[src/rtl/updown_counter.sv]
// Prescaled up/down counter with wrap or saturate at a programmable upper limit.
// Tick, rollover and a sticky saturation flag report what each step did.
module updown_counter #(
    parameter int N = 8,
    parameter int P = 4
) (
    input  logic         clk,
    input  logic         nrst,
    input  logic         enable,
    input  logic         clear,
    input  logic         load,
    input  logic [N-1:0] load_val,
    input  logic         dir,
    input  logic         wrap,
    input  logic [N-1:0] max,
    input  logic [P-1:0] prescale,
    output logic [N-1:0] count,
    output logic         at_max,
    output logic         at_min,
    output logic         tick,
    output logic         rollover,
    output logic         sat_flag
);

    logic [P-1:0] pcnt;
    logic         step;
    logic [N-1:0] step_val;
    logic         step_roll;
    logic         step_sat;

    // >= so that lowering prescale below pcnt forces an immediate step
    assign step   = pcnt >= prescale;
    assign at_max = count >= max;
    assign at_min = count == '0;

    always_comb begin
        step_val  = count;
        step_roll = 1'b0;
        step_sat  = 1'b0;
        if (dir) begin
            if (count < max) begin
                step_val = count + 1'b1;
            end else if (wrap) begin
                step_val  = '0;
                step_roll = 1'b1;
            end else begin
                step_val = max;
                step_sat = 1'b1;
            end
        end else begin
            if (count > max) begin
                step_val = max;
            end else if (count != '0) begin
                step_val = count - 1'b1;
            end else if (wrap) begin
                step_val  = max;
                step_roll = 1'b1;
            end else begin
                step_val = '0;
                step_sat = 1'b1;
            end
        end
    end

    always_ff @(posedge clk or negedge nrst) begin
        if (!nrst) begin
            count    <= '0;
            pcnt     <= '0;
            tick     <= 1'b0;
            rollover <= 1'b0;
            sat_flag <= 1'b0;
        end else if (clear) begin
            count    <= '0;
            pcnt     <= '0;
            tick     <= 1'b0;
            rollover <= 1'b0;
            sat_flag <= 1'b0;
        end else if (load) begin
            count    <= (load_val <= max) ? load_val : max;
            pcnt     <= '0;
            tick     <= 1'b0;
            rollover <= 1'b0;
        end else if (enable && step) begin
            count    <= step_val;
            pcnt     <= '0;
            tick     <= 1'b1;
            rollover <= step_roll;
            sat_flag <= sat_flag | step_sat;
        end else begin
            if (enable) begin
                pcnt <= pcnt + 1'b1;
            end
            tick     <= 1'b0;
            rollover <= 1'b0;
        end
    end

endmodule
[config.mk]
export PLATFORM = sky130hd
export DESIGN_NAME = updown_counter
export DESIGN_NICKNAME = d
export VERILOG_FILES = /design/src/rtl/updown_counter.sv
export SDC_FILE = /design/constraint.sdc
export NUM_CORES = 1
export LEC_CHECK = 0
export ABC_AREA = 1
export CAP_MARGIN = 0
export CORE_ASPECT_RATIO = 0.5
export CORE_MARGIN = 4
export CORE_UTILIZATION = 40
export DETAILED_ROUTE_END_ITERATION = 10
export DONT_BUFFER_PORTS = 1
export SYNTH_ARGS = -nofsm -noshare
export SYNTH_HDL_FRONTEND = slang
export SYNTH_SLANG_ARGS = --single-unit
[constraint.sdc]
create_clock -name clk -period 1.9 [get_ports clk]
set_input_delay 0.475 -clock clk [delete_from_list [all_inputs] [get_ports clk]]
set_output_delay 0.475 -clock clk [all_outputs]
set_load 0.05 [all_outputs]
Yosys cells after proc, flatten, opt, wreduce, memory -nomap -nowiden
Cells that the tools add are included.
{"block": "word_totals", "regBits": 15, "inputBits": 27, "output_inout_bits": 13, "word_cells": 55}
{"block": "classes", "n_addsub": 3, "n_lt_le_gt_ge": 5, "n_eq_ne": 1, "mux": 33, "bitwise": 1, "n_reduce_logical": 7}
{"cell": "2-to-1 mux 8 bit", "n": 10}
{"cell": "2-to-1 mux 1 bit", "n": 19}
{"cell": "2-to-1 mux 4 bit", "n": 4}
{"cell": "adder 8 x 1 -> 8 bit, second input constant", "n": 1}
{"cell": "greater-or-equal comparator 8 bit", "n": 1}
{"cell": "> comparator 8 bit", "n": 1}
{"cell": "<= comparator 8 bit", "n": 1}
{"cell": "logical NOT 8 bit", "n": 1}
{"cell": "< comparator 8 bit", "n": 1}
{"cell": "nonzero test 8 bit", "n": 1}
{"cell": "subtractor 8 x 1 -> 8 bit, second input constant", "n": 1}
{"cell": "adder 4 x 1 -> 4 bit, second input constant", "n": 1}
{"cell": "greater-or-equal comparator 4 bit", "n": 1}
{"cell": "nonzero test 4 bit", "n": 1}
{"cell": "nonzero test 3 bit", "n": 1}
{"cell": "!= test 2 bit, second input constant", "n": 1}
{"cell": "AND reduction 2 bit", "n": 1}
{"cell": "nonzero test 2 bit", "n": 1}
{"cell": "logical AND 1 bit", "n": 1}
{"cell": "OR 1 bit", "n": 1}

Depth between registers and ports, before layout
Gate-level depths: netlist (run 1).
{"block": "depth", "ltp_word": 8, "ltp_mapped": 18, "ltp_nobuf": 17}

Worst setup path after synthesis (run 1)
Ideal clock, no wire load.
{"block": "synth_timing", "kind": "reg2out", "start": "reg count[0]", "end": "out at_max", "arrival_ps": 1960, "required_time_ps": 1425, "path_slack_ps": -535, "path_stages_with_launch": 12, "path_buffers": 0, "cell_sequence": "dfrtp_1 > inv_1 > ha_1 > inv_1 > nand2_1 > nand2_1 > nand2_1 > nand2_2 > nand2_4 > nand2_4 > inv_1 > nand2_1"}
{"block": "synth_via", "elab_chain_len": 1}
{"element": "start, declared", "line": "17", "text": "output logic [N-1:0] count,"}
{"element": "start signal, assigned", "line": "79", "text": "count <= (load_val <= max) ? load_val : max;"}
{"element": "start signal, assigned", "line": "84", "text": "count <= step_val;"}
{"element": "greater-or-equal comparator 8 bit", "line": "33", "text": "assign at_max = count >= max;"}
{"element": "end, declared", "line": "18", "text": "output logic at_max,"}
Every way passes these cells.

Final worst setup path (run 1)
{"block": "layout_timing", "start": "reg count[5]", "end": "out at_max"}
Same word-level chain as after synthesis.

==> results of run 1 <==
-- per-layer routing --
layer  wire, µm  up-vias
li1           -     1138
met1       3395      970
met2       2807       80
met3        468        6
met4         56        0
met5          0        -
-- final timing paths --
check / startpoint / end / slack [ns] / depth (start not counted)
setup / recovery: count[5]$_DFFE_PN0P_ / at_max / -0.15 / 5
hold / removal: clear / sat_flag$_DFFE_PN0P_ / 0.30 / 1
setup reg to reg: count[3]$_DFFE_PN0P_ / count[4]$_DFFE_PN0P_ / -0.04 / 12
hold reg to reg: pcnt[3]$_DFFE_PN0P_ / pcnt[3]$_DFFE_PN0P_ / 0.54 / 2
max in group asynchronous: nrst / count[5]$_DFFE_PN0P_ / 0.60 / 1
min in group asynchronous: nrst / count[3]$_DFFE_PN0P_ / 0.74 / 1
-- cell usage in the layout (no fill, tap or decap), types with 6 or more instances in the layout --
cell type | netlist | layout
sky130_fd_sc_hd__ha_4 | 0 | 6
sky130_fd_sc_hd__dfrtp_2 | 0 | 6
sky130_fd_sc_hd__nand2_2 | 4 | 6
sky130_fd_sc_hd__ha_1 | 24 | 18
sky130_fd_sc_hd__nand3_1 | 23 | 23
sky130_fd_sc_hd__nor2_1 | 36 | 33
sky130_fd_sc_hd__a21oi_2 | 4 | 9
sky130_fd_sc_hd__a21oi_1 | 21 | 16
sky130_fd_sc_hd__nand2_1 | 99 | 95
sky130_fd_sc_hd__xor2_1 | 6 | 6
sky130_fd_sc_hd__inv_1 | 42 | 38
sky130_fd_sc_hd__nand4_1 | 8 | 8
sky130_fd_sc_hd__dfrtp_1 | 15 | 7
sky130_fd_sc_hd__buf_4 | 1 | 32
-- worst register-to-register path: stages, from the launching register on --
cell and delay (ns):
sky130_fd_sc_hd__dfrtp_4 0.50, sky130_fd_sc_hd__ha_4 0.26, sky130_fd_sc_hd__a21oi_2 0.14, sky130_fd_sc_hd__nand2_2 0.09, sky130_fd_sc_hd__nand2_4 0.09, sky130_fd_sc_hd__nand2_4 0.06
sky130_fd_sc_hd__buf_4 0.16, sky130_fd_sc_hd__buf_6 0.13, sky130_fd_sc_hd__o21ai_2 0.04, sky130_fd_sc_hd__nand2_1 0.05, sky130_fd_sc_hd__a21oi_1 0.13, sky130_fd_sc_hd__nand2_1 0.10
sky130_fd_sc_hd__a21oi_2 0.13
-- power by group --
group / switching (W) / internal [W]
clock: 0.000133 / 0.000146
combinational: 0.000771 / 0.000471
sequential: 0.0000556 / 0.000368
total: 0.000959 / 0.000985
-- sequential cells by signal, indices dropped and copies added (netlist names) --
| register | count |
|---|---|
| sat_flag | 1 |
| count | 8 |
| pcnt | 4 |
| rollover | 1 |
| tick | 1 |
-- through the flow --
stage,hold slack (ns),total power (W),cells,utilization [%],cell area (µm²)
5_1_grt,0.2991,0.002093,436,53.54,2689
3_5_place_dp,0.1801,0.001551,423,49.58,2490
4_1_cts,0.3213,0.001907,434,52.59,2641
3_3_place_gp,0.1801,0.001537,423,49.58,2490
6_report,0.3048,0.001945,436,53.54,2689
2_1_floorplan,0.1794,0.001284,332,-,2238
-- cell type report --
cell class	instances	area, µm²
Tap cell	70	87.58
Clock inverter	1	5.005
Sequential cell	15	390.4
Multi-Input combinational cell	261	1655
Timing Repair Buffer	38	319.1
Fill cell	498	2333
Inverter	48	190.2
Clock buffer	3	41.29
-- cells by family (layout without fill, tap and decap cells) --
| logic type | after synthesis | count (layout) |
|---|---|---|
| simple gates | 183 | 183 |
| fa+ha+maj | 24 | 24 |
| xor+xnor | 7 | 7 |
| buf+inv | 56 | 90 |
| flops | 15 | 15 |
| compound gates | 47 | 47 |
-- what timing repair did --
item	CTS	global route
hold buffers	1	0
pin swaps	8	3
endpoints found under the setup margin	2	11
resized for setup	13	9
hold endpoints to repair	15	0
buffers inserted	6	2
==> reports/summary.md, run 1 <==
- sky130_fd_sc_hd__clkbuf_8 — buffer cell driving the clock tree root
- sky130_fd_sc_hd__dfrtp_1 — Synth Flop Type
- sky130_fd_sc_hd__dfrtp_1 (18%), sky130_fd_sc_hd__nand2_1 (18%), sky130_fd_sc_hd__ha_1 (14%) — cells taking the most area after synthesis
- negative setup slack — failing checks
- 0 — Warnings, synthesis
- 247 — violation count after the first detailed-routing iteration
- 15.43 µm — routed len/inst
- done — TritonCTS clock tree
- 59.52 µm — die height
- 6727 µm — Total Wirelength
- sky130_fd_sc_hd__dfrtp_4 — critical-path cell with the highest stage delay
- 1.58 ns — arrival time reported for the critical path endpoint
- 14.14% — Adder-Cell Fraction of Synth Area
- -0.4060 ns — TNS Setup
- true — unrepaired setup endpoints after global routing
- sky130_fd_sc_hd__dfrtp_1 — dominant cell type by area after synthesis
- 17 — pin count of the biggest net entering global routing
- 17.68% — top cell type's share of synthesized area
- 2.050 ns — post-layout min period
- 3 — TritonCTS buffer count
- 5 — first drt pass iteration count
- 15 — flop and latch count out of synthesis
- 2 — maximum number of buffers from clock root to sink
- reg -> out — worst setup path class
- 0 — final hold viol count
- 2.887% — XOR/XNOR share of the synthesized area
- 1 — H-tree depth
- 2,096 — vias in the first global route
- 17.68% — proportion of synthesized chip area in sequential cells
- 6609 µm² — area enclosed by the die boundary
- 5022 µm² — core area
- 100.0% — Synth async-reset ratio
- 42.28% — starting utilization of the core area
- 0 — GRT Residual Overflow
- 107.9% — fraction of the cycle the final worst path needs
- 0% — mux share of post-synthesis cell area
- 0 — buffers and inverters on the worst path
- -0.1505 ns — post-route worst setup slack
- 0.26 ns — insertion delay to the later sink of the worst-skew pair
- 0.009226 ns — clock skew
- 2,194 — via count of the routed design
- 0 — number of flops mapped to enable cells by yosys
- register — critical path launch point type
- 0 — max_cap viols
- 723.3 nW/µm² — power density relative to cell area
- 0 — IO buf count
- met2 — busiest metal layer after global routing
- 0 — number of antenna violations at the first check in global routing
- 40 — Top-Level Pins
- 4.077% — met3 Use GR
- 10 — final setup violation count
- 32.76% — met2 usage
- 26.64% — area added between synthesis and finish
- 1.385 nW — Static Leakage
- 5430 µm — post-detail-place hpwl
- 5.032 — via density per instance
- sky130_fd_sc_hd__nand2_1 — most repeated cell in the gate-level netlist after synthesis
- 0 — ANT cells
- 18 — Std-Cell Rows
- 383 — net count after synthesis
- 6.395 µm² — Synth Area per Inst
- 0 — count of final max-slew check failures
- 14.02% — share of the synthesized area in compound gates (AO/OA/AOI/OAI)
- simple AND/OR/NAND/NOR gates — dominant combinational cell family by area after synthesis
- 27.60% — share of final-layout standard cells stronger than drive strength 1
- 2123 µm² — Cell Area, Synth
- 0.51 ns — max incr delay on CP
- ha_4 -> nand2_4 -> nor2_4 -> nand4_4 -> nand2_8 — cells along the critical path
- 0.7809 ns — Least-Margin Pin Slew
- 15 — # clock sinks
- 47.77% — worst slew slack as a fraction of its limit
- primary output — critical path capture point type
- flip-flops — Top delay family on crit path
- 0 — Antenna Violating Nets Remaining
- 111.0 µm — Die X-Extent
- 1.42 ns — Data required, critical path
- 0.3111 mV — maximum resistive drop on vdd
- in -> reg — HP Class
- -0.1297 ns — pre-CTS setup slack
- 2 — Max FO, Critical Path
- 332 — post-synthesis instance total
- 0.9270 — routability-driven placement congestion ratio
- 20.94% — Global Route Usage Sum
- 36 — count of different cell masters after synthesis
- 0 — DRC viols
- 39.42% — synthesized-area fraction occupied by and/or/nand/nor cells
- 418 — nets@finish
- 30.58% — global routing met1 resource utilization
- 487.7 MHz — Max Clock Freq
- sky130_fd_sc_hd__nand2_1 (99), sky130_fd_sc_hd__inv_1 (42), sky130_fd_sc_hd__nor2_1 (36) — most common library cells after synthesis
- complete, but fails checks — status
- 0.07 ns — clock transition time at the flip-flop clock pins of the worst setup and hold paths
- 10,810 µm — first-pass GRT wire length
(Power assumes the default switching activity.)
==> run 2, diff against run 1 <==
- HOLD_SLACK_MARGIN: default -> 0.06
==> results of run 2 <==
Final layout, timing and power as in run 1 (identical DEF).
==> run 3, diff against run 2 <==
- CAP_MARGIN: 0 -> default
- TNS_END_PERCENT: default -> 50
- clock period: 1.9 -> 2.3 ns (I/O delays scaled with it)
==> run 3 against run 2 <==
Effect of this change: the flow now finishes without violations; count of clock-buffer cells in the layout is the same; largest power group unchanged; setup slack improved by 0.26 ns; clock power down 16%; sequential power is 21% lower; critical endpoint unchanged; final cell count is 3.7% lower; non-clock buffer count fell by 16; sequential share of layout area increased by 1.4 points.
==> reports/summary.md, run 3 (synthesized netlist as in run 1, its figures left out) <==
- completed — status, was complete, but fails checks
- 13.14% — area added between synthesis and finish, was 26.64%
- 0 — max_cap viols, unchanged
- 0 — IO buf count, unchanged
- 244 — violation count after the first detailed-routing iteration, was 247
- 0 — final setup violation count, was 10
- 414 — number of cells after detailed placement, was 423
- 0.27 ns — setup slack of the worst register-to-register path, was -0.04 ns
- false — unrepaired setup endpoints after global routing, was true
- 8 — max FFs per register, unchanged
- inv_1 -> ha_1 -> a21oi_1 -> o21a_4 -> nand2_4 -> inv_4 -> nand2_8 — cells along the critical path, was ha_4 -> nand2_4 -> nor2_4 -> nand4_4 -> nand2_8
- 0 — DRC viols, unchanged
- 0.26 ns — insertion delay to the later sink of the worst-skew pair, about the same
- 49.98% — proportion of total power due to net switching, was 49.33%
- 0.28 ns — max incr delay on CP, was 0.51 ns
- 40 — Top-Level Pins, unchanged
- 5.152 — via density per instance, was 5.032
- 0.0007347 W — Sw Pwr, was 0.0009595 W
- 456.4 MHz — Max Clock Freq
- 0.4264 ns — worst-case hold slack, was 0.3048 ns
- 2.191 ns — post-layout min period
- 0.005282 ns — clock skew, was 0.009226 ns
- sky130_fd_sc_hd__nand2_1 (98), sky130_fd_sc_hd__inv_1 (40), sky130_fd_sc_hd__nor2_1 (36) — commonest non-fill, non-tap cells in the layout, was sky130_fd_sc_hd__nand2_1 (95), sky130_fd_sc_hd__inv_1 (38), sky130_fd_sc_hd__nor2_1 (33)
- 5022 µm² — core area, unchanged
- 612.0 nW/µm² — power density relative to cell area, was 723.3 nW/µm²
- 3 — TritonCTS buffer count, unchanged
- 6609 µm² — area enclosed by the die boundary, unchanged
- 420 — final std cells w/o fill, was 436
- sky130_fd_sc_hd__clkbuf_8 — buffer cell driving the clock tree root, unchanged
- 0 — number of antenna violations at the first check in global routing, unchanged
- 0.0007354 W — cell internal power dissipation, was 0.0009854 W
- 61.2% — fraction of power consumed by combinational cells, was 63.8%
- 18 — Std-Cell Rows, unchanged
- done — TritonCTS clock tree, unchanged
- 2402 µm² — post-layout instance area, was 2689 µm²
- 95.26% — fraction of the cycle the final worst path needs
- 0.2253 mV — maximum resistive drop on vdd, was 0.3111 mV
- 402 — nets@finish, was 418
- 2303 µm² — placement-stage cell area, was 2490 µm²
- 1 — H-tree depth, unchanged
- 111.0 µm — Die X-Extent, unchanged
- 9942 µm — first-pass GRT wire length, was 10,810 µm
- 5 — Max FO, Critical Path, was 2
- sky130_fd_sc_hd__nand2_1 — commonest non-fill, non-tap cell in the layout, unchanged
- 0 — Antenna Violating Nets Remaining, unchanged
- 7 — first drt pass iteration count, was 5
- 22.8% — proportion of power drawn by flip-flops and latches, was 21.8%
- 2,164 — via count of the routed design, was 2,194
- 0 — count of final max-slew check failures, unchanged
- primary output — critical path capture point type, unchanged
- 0 ns — TNS Setup, was -0.4060 ns
- 1,931 — vias in the first global route, was 2,096
- 42.28% — starting utilization of the core area, unchanged
- in -> reg — HP Class, unchanged
- 0.07 ns — clock transition time at the flip-flop clock pins of the worst setup and hold paths, about the same
- 2 — maximum number of buffers from clock root to sink, unchanged
- count: 8 flops, pcnt: 4 flops — registers with the most flip-flops, unchanged
- 15 — # clock sinks, unchanged
- 0 — GRT Residual Overflow, unchanged
- 15.9% — clock network fraction of design power, was 14.3%
- 1.62 ns — arrival time reported for the critical path endpoint, was 1.58 ns
- 16 — pin count of the biggest net entering global routing, was 17
- 47.83% — final core utilization, was 53.54%
- 59.52 µm — die height, unchanged
- 1.73 ns — Data required, critical path, was 1.42 ns
- 0 — final hold viol count, unchanged
- 0.9776 — routability-driven placement congestion ratio, was 0.9270
- in -> out — worst setup path class, was reg -> out
- sky130_fd_sc_hd__ha_1 — critical-path cell with the highest stage delay, was sky130_fd_sc_hd__dfrtp_4
- 17.71% — share of final-layout standard cells stronger than drive strength 1, was 27.60%
- input pin — critical path launch point type, was register
- 49.64% — worst slew slack as a fraction of its limit, was 47.77%
- 0.7529 ns — Least-Margin Pin Slew, was 0.7809 ns
- 0 — ANT cells, unchanged
- 1.295 nW — Static Leakage, was 1.385 nW
- 19.07% — Global Route Usage Sum, was 20.94%
- count — register with the most flip-flops, unchanged
- 6240 µm — Total Wirelength, was 6727 µm
- 14.86 µm — routed len/inst, was 15.43 µm
- 5036 µm — post-detail-place hpwl, was 5430 µm
## run 3: changes by cell type in the layout (fill, tap and decap cells not counted), moves of 5 or more
cell,before,now
sky130_fd_sc_hd__ha_4,6,0
sky130_fd_sc_hd__buf_4,32,20
sky130_fd_sc_hd__a21oi_1,16,21
sky130_fd_sc_hd__ha_1,18,24
sky130_fd_sc_hd__a21oi_2,9,4
## run 3: critical path, delay by kind of cell
family / cells / cell delay, ns
simple gates: 2 / 0.16
fa+ha+maj: 1 / 0.28
compound gates: 2 / 0.36
buf+inv: 2 / 0.22
## run 3: final timing paths
| check | start | end | depth (start not counted) |
|---|---|---|---|
| max in group asynchronous | nrst | count[0]$_DFFE_PN0P_ | 1 |
| worst min-delay path | clear | sat_flag$_DFFE_PN0P_ | 1 |
| worst min register to register | pcnt[0]$_DFFE_PN0P_ | pcnt[0]$_DFFE_PN0P_ | 1 |
| min in group asynchronous | nrst | count[1]$_DFFE_PN0P_ | 1 |
| worst max register to register | count[7]$_DFFE_PN0P_ | count[5]$_DFFE_PN0P_ | 13 |
| worst max-delay path | max[7] | at_max | 7 |
## run 3: layer usage
layer,track usage [%],vias up,routed length [µm]
li1,-,1109,-
met1,27.30,964,2990
met2,28.71,85,2578
met3,5.505,6,629
met4,3.986,0,41
met5,0,-,0
## run 3: stage by stage
step	setup slack, ns	power [W]
after detailed placement	0.03938	0.001189
after global placement	0.08579	0.001180
after CTS	0.03731	0.001441
after floorplan	0.04282	0.001002
after global routing	0.01669	0.001590
final	0.1090	0.001470
## run 3: final cells by class
type                       count  area [µm²]
sequential                    15       381.6
multi-input combinational    261        1519
clock inverter                 1       5.005
inverter                      48       187.7
tap                           70       87.58
clock buffer                   3       41.29
fill                         526        2620
timing repair buffer          22       180.2
## run 3: power groups by stage
stage          clock network (W)  registers (W)  logic [W]
2_1_floorplan                  0       0.000433   0.000570
3_3_place_gp                   0       0.000341   0.000838
3_5_place_dp                   0       0.000342   0.000848
4_1_cts                 0.000240       0.000337   0.000864
5_1_grt                 0.000254       0.000338   0.000998
6_report                0.000234       0.000335   0.000900
## run 3: what timing repair did
action / 4_1_cts / 5_1_grt
endpoints found under the hold margin: 15 / 0
pin swaps: 0 / 1
setup buffers: 0 / 1
hold buffers: 1 / 0
setup endpoints to repair: 1 / 1
gates resized for setup: 1 / 5
cloned: 0 / 0
